==> config.mk <==
export PLATFORM = sky130hd
export DESIGN_NAME = sram_load_sequencer
export DESIGN_NICKNAME = d
export VERILOG_FILES = /design/src/rtl/sram_seq_pkg.sv /design/src/rtl/sram_watchdog.sv /design/src/rtl/sram_load_sequencer.sv
export SDC_FILE = /design/constraint.sdc
export NUM_CORES = 1
export LEC_CHECK = 0
export ABC_AREA = 1
export CORE_MARGIN = 2
export CORE_UTILIZATION = 40
export DETAILED_ROUTE_END_ITERATION = 16
export GPL_ROUTABILITY_DRIVEN = 1
export GPL_TIMING_DRIVEN = 0
export PLACE_DENSITY = 0.8
export SLEW_MARGIN = 10
export SYNTH_ARGS = -nofsm -noshare
export SYNTH_HDL_FRONTEND = slang
export SYNTH_HIERARCHICAL = 1
export SYNTH_SLANG_ARGS = --single-unit
==> constraint.sdc <==
create_clock -name clk -period 4.7 [get_ports clk]
set_input_delay 0.94 -clock clk [delete_from_list [all_inputs] [get_ports clk]]
set_output_delay 0.94 -clock clk [all_outputs]
set_load 0.05 [all_outputs]
==> src/rtl/sram_seq_pkg.sv <==
// Shared types and the coefficient-address helper for the SRAM load sequencer.
`default_nettype none

package sram_seq_pkg;

  typedef enum logic [2:0] {
    S_IDLE       = 3'd0,
    S_IMG_START  = 3'd1,
    S_IMG_WAIT   = 3'd2,
    S_COEF_IDLE  = 3'd3,
    S_COEF_START = 3'd4,
    S_COEF_WAIT  = 3'd5,
    S_ALL_LOADED = 3'd6,
    S_ERROR      = 3'd7
  } state_t;

  typedef enum logic {
    MODE_IMAGE = 1'b0,
    MODE_COEF  = 1'b1
  } load_mode_t;

  // Base of a coefficient layer; caller truncates to its address width.
  function automatic logic [31:0] coef_addr(input logic [31:0] base,
                                            input logic [31:0] idx,
                                            input logic [31:0] words);
    return base + idx * words;
  endfunction

endpackage

`default_nettype wire

==> src/rtl/sram_watchdog.sv <==
// Wait-state watchdog: counts enabled cycles and flags when TIMEOUT_CYCLES-1 is reached.
`default_nettype none

module sram_watchdog #(
  parameter int TIMEOUT_CYCLES = 4096
) (
  input  logic clk,
  input  logic rst,
  input  logic clear,
  input  logic enable,
  output logic expired
);

  localparam int CW = $clog2(TIMEOUT_CYCLES);
  localparam logic [CW-1:0] LIMIT = CW'(TIMEOUT_CYCLES - 1);

  logic [CW-1:0] count;

  always_ff @(posedge clk) begin
    if (rst || clear) begin
      count <= '0;
    end else if (enable && (count != LIMIT)) begin
      count <= count + 1'b1;
    end
  end

  assign expired = enable && (count == LIMIT);

endmodule

`default_nettype wire

==> src/rtl/sram_load_sequencer.sv <==
// Sequences one image load then NUM_LAYERS coefficient loads into the SRAM read engine,
// with sticky protocol/timeout errors and a per-wait watchdog.
`default_nettype none

module sram_load_sequencer
  import sram_seq_pkg::*;
#(
  parameter int                NUM_LAYERS     = 2,
  parameter int                ADDR_W         = 16,
  parameter int                LEN_W          = 16,
  parameter logic [ADDR_W-1:0] IMG_BASE       = 16'h0000,
  parameter int                IMG_WORDS      = 1024,
  parameter logic [ADDR_W-1:0] COEF_BASE      = 16'h0400,
  parameter int                COEF_WORDS     = 256,
  parameter int                TIMEOUT_CYCLES = 4096
) (
  input  logic                              clk,
  input  logic                              rst,
  input  logic                              start_detecting,
  input  logic                              request_coef,
  input  logic                              done_processing,
  input  logic                              sram_done,
  output logic                              start_sram,
  output logic [ADDR_W-1:0]                 sram_addr,
  output logic [LEN_W-1:0]                  sram_len,
  output logic                              n_coef_image,
  output logic                              image_weights_loaded,
  output logic [$clog2(NUM_LAYERS+1)-1:0]   layer_idx,
  output logic                              busy,
  output logic                              all_loaded,
  output logic                              err_protocol,
  output logic                              err_timeout
);

  localparam int LW = $clog2(NUM_LAYERS + 1);
  localparam logic [LW-1:0] LAST_LAYER = LW'(NUM_LAYERS);

  state_t        state;
  logic          waiting;
  logic          wd_expired;
  logic [LW-1:0] next_layer;

  assign waiting    = (state == S_IMG_WAIT) || (state == S_COEF_WAIT);
  assign next_layer = layer_idx + 1'b1;

  // Held clear outside WAIT states, so every WAIT entry starts from zero.
  sram_watchdog #(
    .TIMEOUT_CYCLES(TIMEOUT_CYCLES)
  ) u_watchdog (
    .clk    (clk),
    .rst    (rst),
    .clear  (!waiting),
    .enable (waiting),
    .expired(wd_expired)
  );

  always_ff @(posedge clk) begin
    if (rst) begin
      state                <= S_IDLE;
      start_sram           <= 1'b0;
      sram_addr            <= '0;
      sram_len             <= '0;
      n_coef_image         <= 1'b0;
      image_weights_loaded <= 1'b0;
      layer_idx            <= '0;
      busy                 <= 1'b0;
      all_loaded           <= 1'b0;
      err_protocol         <= 1'b0;
      err_timeout          <= 1'b0;
    end else begin
      start_sram <= 1'b0;
      if (done_processing) begin
        state                <= S_IDLE;
        busy                 <= 1'b0;
        layer_idx            <= '0;
        image_weights_loaded <= 1'b0;
        all_loaded           <= 1'b0;
        err_protocol         <= 1'b0;
        err_timeout          <= 1'b0;
      end else begin
        if (start_detecting && (state != S_IDLE))
          err_protocol <= 1'b1;
        if (request_coef && ((state == S_IDLE) || (state == S_IMG_START) ||
                             (state == S_IMG_WAIT) || (state == S_ALL_LOADED)))
          err_protocol <= 1'b1;
        if (sram_done && !waiting)
          err_protocol <= 1'b1;

        case (state)
          S_IDLE: begin
            if (start_detecting) begin
              state        <= S_IMG_START;
              start_sram   <= 1'b1;
              sram_addr    <= IMG_BASE;
              sram_len     <= LEN_W'(IMG_WORDS);
              n_coef_image <= MODE_IMAGE;
              busy         <= 1'b1;
            end
          end
          S_IMG_START: state <= S_IMG_WAIT;
          S_IMG_WAIT: begin
            // sram_done beats a watchdog expiry landing on the same cycle.
            if (sram_done) begin
              state                <= S_COEF_IDLE;
              image_weights_loaded <= 1'b1;
              busy                 <= 1'b0;
            end else if (wd_expired) begin
              state       <= S_ERROR;
              err_timeout <= 1'b1;
              busy        <= 1'b0;
            end
          end
          S_COEF_IDLE: begin
            if (request_coef) begin
              state        <= S_COEF_START;
              start_sram   <= 1'b1;
              sram_addr    <= ADDR_W'(coef_addr(32'(COEF_BASE), 32'(layer_idx),
                                                32'(COEF_WORDS)));
              sram_len     <= LEN_W'(COEF_WORDS);
              n_coef_image <= MODE_COEF;
              busy         <= 1'b1;
            end
          end
          S_COEF_START: state <= S_COEF_WAIT;
          S_COEF_WAIT: begin
            if (sram_done) begin
              layer_idx <= next_layer;
              busy      <= 1'b0;
              if (next_layer == LAST_LAYER) begin
                state      <= S_ALL_LOADED;
                all_loaded <= 1'b1;
              end else begin
                state <= S_COEF_IDLE;
              end
            end else if (wd_expired) begin
              state       <= S_ERROR;
              err_timeout <= 1'b1;
              busy        <= 1'b0;
            end
          end
          S_ALL_LOADED: state <= S_ALL_LOADED;
          S_ERROR:      state <= S_ERROR;
          default:      state <= S_IDLE;
        endcase
      end
    end
  end

endmodule

`default_nettype wire

# After elaboration in Yosys (flattened, before gate mapping)
# Index checks and enable logic that the tools add are counted.
# word_totals
ff_bits	56
in_bits	6
out_inout_bits	41
word_cells	81
# op_classes
addsub	3
n_eq_ne	13
muxes	26
n_bitwise	2
reduce_logical	25
# ops
operator	n
16-bit two-way mux	4
16-bit one-hot mux with 2 select lines	2
3-bit one-hot mux with 8 select lines	1
3-bit two-way mux	6
11-bit by 10-bit adder with 12-bit output (first input constant)	1
12-bit by 1-bit adder with 12-bit output (second input constant)	1
12-bit == test (second input constant)	1
3-bit == test (second input constant)	4
12-bit inequality test (second input constant)	1
1-bit two-way mux	10
3-bit nonzero test	3
4-bit AND reduction	2
3-bit by 2-bit == test with 1-bit output (second input constant)	2
2-bit AND reduction	3
3-bit AND reduction	2
1-bit logical AND	5
1-bit logical OR	5
2-bit inequality test (second input constant)	2
1-bit one-hot mux with 2 select lines	2
2-bit OR reduction	2
3-bit by 1-bit == test with 1-bit output (second input constant)	1
3-bit logical NOT	1
3-bit by 1-bit inequality test with 1-bit output (second input constant)	1
1-bit one-hot mux with 3 select lines	1
5 further kinds	6

# Longest topological paths before layout
# logic_depth
word_depth	7
depth_mapped	12

# Cells and area by module
# Netlist, hierarchy kept.
# modules_own_cells
mod	instances	cells_per_inst	area_per_inst_um2	seq_area_each_um2
sram_load_sequencer	1	137	963.4	300.3
sram_watchdog	1	110	694.4	240.2

# Worst setup path after synthesis
# No wires, ideal clock.
# synth_timing
kind	register to output
start	register, netlist name sram_len[8]
end	output sram_addr[10]
arrival_time_ps	933
required_ps	3760
path_slack_ps	2827
path_stages_with_launch	2
n_path_buf	1
path_cell_list	dfxtp_1 buf_4
# synth_lines
element	line_no	text
to (decl)	sram_load_sequencer.sv:24	output logic [ADDR_W-1:0] sram_addr,

==> results.md <==
* Status: completed
* CTS sink cnt at 27
* # setup viols final at 0
* Share of the synthesized area in the top cell type at 0.326
* Crit share post-route at 0.530
* Max-Cap Viols at 0
* Power Total at 0.496 mW
* Layout Cells excl Fill at 346
* DRC viols at 0
* Die Area at 0.00468 sq mm
* CTS tree: yes
* FMAX at 401 MHz
* Mapped Avg Cell Area at 6.71 sq um
* Total Wirelength at 3190 um
* Grt total ovfl at 0
* Crit Path Max Fanout at 4
* Placer Congestion at 0.900
* Wire per inst at 9.21 um
* Clock network power share at 0.273
* CP Launch Point: sram_len[8]$_SDFFE_PP0P_
* RR Startpoint: state[0]$_SDFFE_PP0P_
* Endpoints failing hold at 0
* Final Critical Period at 2.49 ns
* Peak supply drop at 0.000139 V
* CP Capture Point: sram_addr[10]
* Setup bufs post-CTS at 0
* CP Launch Type: register
* Yosys warning count at 6
* CTS resizes at 0
* Hold Crit Class: register to register
* Unrepaired setup endpoints after global routing: false
* Flop-to-flop setup slack at 2.83 ns
* Cell area after synthesis at 0.00166 sq mm
* Top cells by area, synth: dfxtp_1 (33%), buf_4 (13%), nand2_1 (11%), nor2_1 (9.7%), nand3_1 (6.0%)
* Slew Limit Fails at 0
* Layout area overhead at 24.1%
* Max Clock Skew at 0.00666 ns
* Dpl cells at 342
* IO Pins at 47
* DRT antenna net count at 0
* Crit path required time at 3.76 ns
* Top cell type by total area after synthesis: dfxtp_1
* Die Ht at 68.4 um
* Final net count at 305
* Switching Fraction at 0.335
* Via total after detailed routing at 1541
* Element type at the critical path end: primary output
* Slew margin rel. at 0.660
* Distinct cell type count after synthesis at 28
* Initial drt markers at 128
* Multi-input gate area at 861 sq um
* 1st-pass router iterations at 4
* Worst R2R Path Depth at 9
* Share of layout cells above drive strength 1 at 0.172
* Largest net degree at the start of global routing at 17
* FF/Latch Area at 541 sq um
* Core ar. at 0.00400 sq mm
* Placed cell area at 0.00201 sq mm
* R2R Path End: u_watchdog/count[6]$_SDFFE_PP0P_
* Leakage Power at 0.877 nW
* Starting density of the core at 0.414
* Crit path arrival time at 1.55 ns
* Cts bufs inserted at 3
* Cell-internal power at 0.330 mW
* Sequential share of power at 0.475
* Comb pwr share at 0.252
* Die width at 68.4 um
* Cts hold-fix bufs at 0
* Clk_lat worst skew at 0.27 ns
* Seq cells post-synth at 27
* Site row count at 23
* Slew @ Worst Pin at 0.509 ns
* Vias per Instance at 4.45
* Clock Tree Buf Depth at 2
* Post-DP HPWL at 2490 um
* CP Class: register to primary output
* Reg clk slew, reported paths at 0.10 ns
* Part of the Yosys area used for sequential elements at 0.326
* Setup TNS at 0 ns
* P_sw at 0.166 mW
* GRT Util Overall at 0.145
* Antenna cells at 0
* Vias in the first global route at 1273
* Number of port buffers at 19
* Initial antenna violation count at 0
* First-pass GRT wire length at 5310 um
* Fill count at 391
* PD cells at 241 mW/mm^2
* H-tree Lvls at 1
* Cells after synthesis at 247
* Final non-filler cell area at 0.00206 sq mm
* Fin Hold WS at 0.482 ns
* Clk Tree Root Cell: clkbuf_8
## stage by stage
stage / utilization / setup WS [ns]
final: 0.514 / 2.21
after global routing: 0.514 / 2.14
after CTS: 0.514 / 2.19
after detailed placement: 0.502 / 2.34
after global placement: 0.502 / 2.38
after floorplan: - / 2.83
## cells in the mapped netlist
cell / number
a21oi_1: 15
a21oi_2: 2
a31oi_1: 3
and3_1: 1
buf_2: 1
buf_4: 29
buf_6: 2
clkbuf_1: 1
conb_1: 1
dfxtp_1: 27
ha_1: 2
inv_1: 25
inv_2: 3
nand2_1: 47
nand2_2: 4
nand2_4: 1
nand3_1: 20
nand3_2: 2
nand3b_1: 3
nand4_1: 4
nor2_1: 43
nor2_2: 1
nor2_4: 1
nor3_2: 1
o211ai_1: 1
o21a_1: 1
o21ai_0: 5
o31ai_1: 1
## sequential cells by signal, summed over array words and instances, names as in the netlist, 2 cells and up
signal / count
state: 3
layer_idx: 2
sram_len: 2
u_watchdog/count: 12
sram_addr: 2
## cells in the final DEF (no fill, tap or decap), types with 2 or more instances in the layout
master / n
buf_6: 2
buf_4: 29
conb_1: 27
nand2_1: 47
clkdlybuf4s50_1: 19
nor2_1: 43
inv_2: 3
a31oi_1: 3
nand2_2: 4
inv_1: 25
ha_1: 2
nand3_1: 20
nand3_2: 2
nand3b_1: 3
a21oi_2: 2
nand4_1: 4
a21oi_1: 15
o21ai_0: 5
clkbuf_8: 3
dfxtp_1: 27
## kinds of logic (layout without fill, tap and decap cells)
kind of cell	count (synthesis)	count (layout)	share of synthesized area
buffers and inverters	61	84	0.214
flip-flops	27	27	0.326
other	1	27	0.00226
AND/OR/NAND/NOR	128	128	0.347
adder cells (fa/ha/maj)	2	2	0.0151
AO/OA/AOI/OAI	28	28	0.0959
## per-layer routing
layer,part of all wire,up-vias,GRT usage
li1,-,825,-
met1,0.42,667,0.167
met2,0.51,47,0.266
met3,0.058,2,0.0345
met4,0.0038,0,0.0375
met5,0,-,0
## layout make-up
type / count / share of cell area
buffer: 33 / 0.121
clock buffer: 3 / 0.0201
clock inverter: 1 / 0.00365
inverter: 28 / 0.0511
multi-input combinational: 185 / 0.418
sequential: 27 / 0.263
tap: 50 / 0.0304
timing repair buffer: 19 / 0.0925
## worst min-delay path by stage
stage | start | endpoint | slack, ns | depth (start not counted)
after floorplan | u_watchdog/count[10]$_SDFFE_PP0P_ | u_watchdog/count[10]$_SDFFE_PP0P_ | 0.47 | 2
after global placement | image_weights_loaded$_SDFFE_PP0P_ | image_weights_loaded$_SDFFE_PP0P_ | 0.46 | 2
after detailed placement | image_weights_loaded$_SDFFE_PP0P_ | image_weights_loaded$_SDFFE_PP0P_ | 0.47 | 2
after CTS | sram_len[10]$_SDFFE_PP0P_ | sram_len[10]$_SDFFE_PP0P_ | 0.49 | 2
after global routing | sram_len[10]$_SDFFE_PP0P_ | sram_len[10]$_SDFFE_PP0P_ | 0.51 | 2
final | sram_len[10]$_SDFFE_PP0P_ | sram_len[10]$_SDFFE_PP0P_ | 0.48 | 2
## critical path, cell delays in order, from the launching register on
cell and delay, ns:
dfxtp_1 0.38, buf_4 0.12, clkdlybuf4s50_1 0.78
## power groups by stage
stage | clock network [mW] | registers [mW] | logic, mW
final | 0.136 | 0.236 | 0.125
after global routing | 0.151 | 0.237 | 0.133
after CTS | 0.141 | 0.236 | 0.124
after detailed placement | 0 | 0.241 | 0.124
after global placement | 0 | 0.241 | 0.123
after floorplan | 0 | 0.254 | 0.0922
Note: power is estimated with default switching activity, not from simulation.
